`src/rtl/timer_pkg.sv`:
```
// Shared timer-family definitions: division select codes, mode codes and
// the prescale mask helper used by the prescaler, the timer core and models.
package timer_pkg;

  localparam int CKS_DIV2  = 0;
  localparam int CKS_DIV4  = 1;
  localparam int CKS_DIV8  = 2;
  localparam int CKS_DIV16 = 3;

  localparam logic MODE_INT = 1'b0;
  localparam logic MODE_EXT = 1'b1;

  // Terminal count for a select code: period 2^(cks+1), so mask = 2^(cks+1)-1.
  function automatic logic [31:0] cks_mask(input logic [31:0] cks);
    return (32'd2 << cks) - 32'd1;
  endfunction

endpackage

```
`src/rtl/pclk_sync2.sv`:
```
// Two-flop synchroniser into the pclk domain, async active-low reset.
module pclk_sync2 #(
  parameter int W = 1
) (
  input  logic         pclk,
  input  logic         preset_n,
  input  logic [W-1:0] d,
  output logic [W-1:0] q
);

  logic [W-1:0] meta;

  always_ff @(posedge pclk or negedge preset_n) begin
    if (!preset_n) begin
      meta <= '0;
      q    <= '0;
    end else begin
      meta <= d;
      q    <= meta;
    end
  end

endmodule

```
`src/rtl/timer_prescaler.sv`:
```
// Clock-enable prescaler: single-cycle tick every 2^(cks+1) enabled pclk edges,
// or on each synchronised ext_clk rise. Select/mode changes land only at period ends.
module timer_prescaler
  import timer_pkg::*;
#(
  parameter int CKS_W = 2,
  parameter int DIV_W = 4
) (
  input  logic             pclk,
  input  logic             preset_n,
  input  logic             en,
  input  logic             clr,
  input  logic [CKS_W-1:0] cks,
  input  logic             ext_sel,
  input  logic             ext_clk,
  output logic             tick,
  output logic [CKS_W-1:0] cks_active,
  output logic             ext_active,
  output logic [DIV_W-1:0] div_cnt
);

  if (DIV_W < (1 << CKS_W)) begin : g_bad_width
    $error("timer_prescaler: DIV_W must be >= 2**CKS_W");
  end

  logic             ext_s;
  logic             ext_h;
  logic             ext_rise;
  logic [DIV_W-1:0] mask;

  pclk_sync2 #(.W(1)) u_ext_sync (
    .pclk     (pclk),
    .preset_n (preset_n),
    .d        (ext_clk),
    .q        (ext_s)
  );

  // Edge history runs regardless of en so an edge seen while disabled is consumed.
  always_ff @(posedge pclk or negedge preset_n) begin
    if (!preset_n) ext_h <= 1'b0;
    else           ext_h <= ext_s;
  end

  assign ext_rise = ext_s & ~ext_h;
  assign mask     = DIV_W'(cks_mask(32'(cks_active)));

  always_ff @(posedge pclk or negedge preset_n) begin
    if (!preset_n) begin
      div_cnt    <= '0;
      tick       <= 1'b0;
      cks_active <= '0;
      ext_active <= MODE_INT;
    end else if (clr) begin
      div_cnt    <= '0;
      tick       <= 1'b0;
      cks_active <= cks;
      ext_active <= ext_sel;
    end else if (!en) begin
      tick <= 1'b0;
    end else if (ext_active == MODE_EXT) begin
      div_cnt <= '0;
      tick    <= ext_rise;
      if (ext_rise) begin
        cks_active <= cks;
        ext_active <= ext_sel;
      end
    end else if (div_cnt == mask) begin
      div_cnt    <= '0;
      tick       <= 1'b1;
      cks_active <= cks;
      ext_active <= ext_sel;
    end else begin
      div_cnt <= div_cnt + 1'b1;
      tick    <= 1'b0;
    end
  end

endmodule

```
`config.mk`:
```
export PLATFORM = sky130hd
export DESIGN_NAME = timer_prescaler
export DESIGN_NICKNAME = d
export VERILOG_FILES = /design/src/rtl/timer_pkg.sv /design/src/rtl/pclk_sync2.sv /design/src/rtl/timer_prescaler.sv
export SDC_FILE = /design/constraint.sdc
export NUM_CORES = 1
export LEC_CHECK = 0
export BUFFER_PORTS_ARGS = -buffer_cell sky130_fd_sc_hd__buf_2
export CAP_MARGIN = 30
export CELL_PAD_IN_SITES_DETAIL_PLACEMENT = 0
export CELL_PAD_IN_SITES_GLOBAL_PLACEMENT = 2
export CORE_MARGIN = 2
export CORE_UTILIZATION = 29
export CTS_CLUSTER_DIAMETER = 200
export CTS_CLUSTER_SIZE = 28
export DETAILED_ROUTE_END_ITERATION = 16
export PLACE_DENSITY_LB_ADDON = 0.1
export SYNTH_ARGS = -nofsm -noshare
export SYNTH_HDL_FRONTEND = slang
export SYNTH_SLANG_ARGS = --single-unit
```
`constraint.sdc`:
```
create_clock -name pclk -period 1.9 [get_ports pclk]
set_input_delay 0.475 -clock pclk [delete_from_list [all_inputs] [get_ports pclk]]
set_output_delay 0.475 -clock pclk [all_outputs]
set_load 0.05 [all_outputs]
```
==> impl_metrics.env <==
export IMPL_critPathLaunchType="register"
export IMPL_yosys_area_share_simple_pct=18.7
export IMPL_period_needed_ns=1.55
export IMPL_fin_skew_ns=0.00191
export IMPL_synth_top_family_by_area="simple AND/OR/NAND/NOR gates"
export IMPL_crit_chain="buf_2"
export IMPL_cts_resized=0
export IMPL_post_route_period_util_pct=81.5
export IMPL_yosys_area_share_xor_xnor_pct=1.62
export IMPL_worstPathMaxFanout=9
export IMPL_area_growth_pct=22.9
export IMPL_final_core_util_pct=38.1
export IMPL_core_um2=1750
export IMPL_timing_rr_end="cks_active[0]"
export IMPL_synth_compound_area_share_pct=18.5
export IMPL_start_util_pct=31.0
export IMPL_gp_congestion=0.679
export IMPL_cpMaxStageDelayCell="dfrtp_1"
export IMPL_critPathTopFamily="flip-flops"
export IMPL_met3_wirelength_um=60
export IMPL_p_total_uw=550
export IMPL_synth_seq_cells=11
export IMPL_critical_path_arrival_ns=1.07
export IMPL_p_per_area_nw_per_um2=826
export IMPL_synth_warnings=0
export IMPL_cts_root_buffer="clkbuf_4"
export IMPL_viasPerCell=4.89
export IMPL_rows=15
export IMPL_r2r_cells=4
export IMPL_die_x_um=47.2
export IMPL_slew_violations=0
export IMPL_post_cts_setup_buffer_count=0
export IMPL_hpwlAfterDp_um=908
export IMPL_grt_util_all_layers_pct=13.9
export IMPL_syn_instance_count=53
export IMPL_fillers=185
export IMPL_grt_pass1_vias=459
export IMPL_nNetsFinal=80
export IMPL_routedWlPerCell_um=12.7
export IMPL_seq_area_frac_synth_pct=50.8
export IMPL_r2r_setup_slack_ns=0.41
export IMPL_boundaryPins=16
export IMPL_portBuffers=15
export IMPL_cp_required_ns=1.42
export IMPL_critPathBufInv=1
export IMPL_htreeDepth=1
export IMPL_topRoutingLayerUsed="met4"
export IMPL_synthAdderAreaFrac_pct=2.31
export IMPL_end_kind="output port"
export IMPL_drt_initial_drc_count=9
export IMPL_antenna_found_initial=0
export IMPL_drt_antenna_violating_nets=0
export IMPL_clkLatencyLatePin_ns=0.26
export IMPL_die_area_um2=2230
export IMPL_muxShareOfSynthArea_pct=4.16
export IMPL_avgSynthCellArea_um2=10.2
export IMPL_met1Wirelength_um=572
export IMPL_drt_wl_total_um=1210
export IMPL_path_clk_slew_ns=0.07
export IMPL_tns_ns=0
export IMPL_drc=0
export IMPL_yosys_top_cells_area="dfrtp_1 51%, mux2_1 4.2%, a32o_1 3.7%, o21ai_0 2.8%, nor2_1 2.8%"
export IMPL_ys_types=28
export IMPL_clk_path_buf_depth=2
export IMPL_cts_tree="done"
export IMPL_grt_max_degree=12
export IMPL_hold_slack_ns=0.0636
export IMPL_dp_slack_ns=0.287
export IMPL_report_final_setup_viol=0
export IMPL_drive_gt1_share_pct=30.0
export IMPL_worst_pin_slew_ns=0.294
export IMPL_path_class="register to output port"
export IMPL_leakagePower_uw=0.000318
export IMPL_r2r_start="ext_active"
export IMPL_hold_viol=0
export IMPL_rsz0062_at_grt="no"
export IMPL_max_slew_margin_pct=80.1
export IMPL_synth_fp_nets=62
export IMPL_grt_pass1_wl_um=2120
export IMPL_die_height_um=47.2
export IMPL_setup_slack_ns=0.352
export IMPL_syn_area_um2=542
export IMPL_drtPass1Iterations=2
export IMPL_cap_violations=0
export IMPL_clock_sinks=11
export IMPL_wl_met2_um=570
export IMPL_fmax_ghz=0.646
export IMPL_n_antenna_cell=0
export IMPL_yosysTopAreaCell="dfrtp_1"
export IMPL_cts_buffers=3
export IMPL_cts_hold_fix_buffers=0
export IMPL_cp_slowest_stage_delay_ns=0.49
export IMPL_dr_total_vias=465
export IMPL_peakVddDrop_mv=0.489
export IMPL_status="finished, final reports clean"
export IMPL_yosysTopAreaCellShare_pct=50.8
export IMPL_grt_overflow=0
export IMPL_hold_path_class="input pin to async pin"
## worst max-delay path by stage
| stage | endpoint | cells past startpoint | start | slack, ns |
|---|---|---|---|---|
| global route | cks_active[0] | 4 | ext_active | 0.24 |
| CTS | ext_active | 1 | ext_active | 0.33 |
| detailed placement | cks_active[0] | 5 | en | 0.29 |
| global placement | cks_active[0] | 5 | en | 0.33 |
| finish | ext_active | 1 | ext_active | 0.35 |
| floorplan | cks_active[0] | 4 | ext_active | 0.21 |
## report_power, final
group / switching, uW / internal [uW] / total, uW
logic: 84.4 / 37.3 / 122
clock network: 80.6 / 77.8 / 158
registers: 19.6 / 250 / 270
total: 185 / 365 / 550
## synth_stat cells
library cell and count:
dfrtp_1 11, nor2_1 4, inv_1 3, nand2_1 3, o21ai_0 3, a21oi_1 2, a32o_1 2, mux2_1 2
nand3_1 2, nand4_1 2, nor3_1 2, a21bo_2 1, a311oi_1 1, a31o_2 1, a31oi_1 1, and2_1 1
and3_1 1, and3b_1 1, buf_2 1, clkbuf_2 1, ha_1 1, nand2b_1 1, nor2b_1 1, nor4b_1 1
o211ai_1 1, o21ai_1 1, o41ai_1 1, xnor2_1 1
## flip-flops by register name, summed over array words and instances (netlist names)
name             cells
ext_h                1
cks_active           2
ext_active           1
div_cnt              4
u_ext_sync.q         1
u_ext_sync.meta      1
tick                 1
## through the flow
step,cells,instance area [um2]
6_report,95,666
5_1_grt,95,666
4_1_cts,95,666
3_5_place_dp,91,638
3_3_place_gp,91,638
2_1_floorplan,53,542
## metal layers
layer	vias up	global-route usage [%]
li1	231	-
met1	220	16.6
met2	12	24.1
met3	2	5.77
met4	0	1.67
met5	-	0
## cell type report
| class | instances | area, um2 | share of cell area [%] |
|---|---|---|---|
| clock buffers | 3 | 22.5 | 3.38 |
| inverters | 3 | 11.3 | 1.69 |
| multi-input cells | 37 | 245 | 36.8 |
| clock inverters | 1 | 5.00 | 0.752 |
| repair buffers | 15 | 75.1 | 11.3 |
| well taps | 25 | 31.3 | 4.70 |
| flip-flops and latches | 11 | 275 | 41.4 |
## cell families (layout without fill, tap and decap cells)
| group | count (synthesis) | after routing |
|---|---|---|
| AOI/OAI and AO/OA | 14 | 14 |
| xor gates and xnor gates | 1 | 1 |
| adders and majority gates | 1 | 1 |
| buffers and inverters | 5 | 22 |
| DFF | 11 | 11 |
| muxes | 2 | 2 |
| and+or+nand+nor | 19 | 19 |
## placed cells by master, fill, tap and decap left out, types with 2 or more instances in the layout
master | netlist | layout
a21oi_1 | 2 | 2
inv_1 | 3 | 3
a32o_1 | 2 | 2
dfrtp_1 | 11 | 11
mux2_1 | 2 | 2
nor3_1 | 2 | 2
o21ai_0 | 3 | 3
nand2_1 | 3 | 3
clkbuf_4 | 0 | 3
nand4_1 | 2 | 2
nand3_1 | 2 | 2
nor2_1 | 4 | 4
buf_2 | 1 | 15
Note: power is estimated with default switching activity, not from simulation.
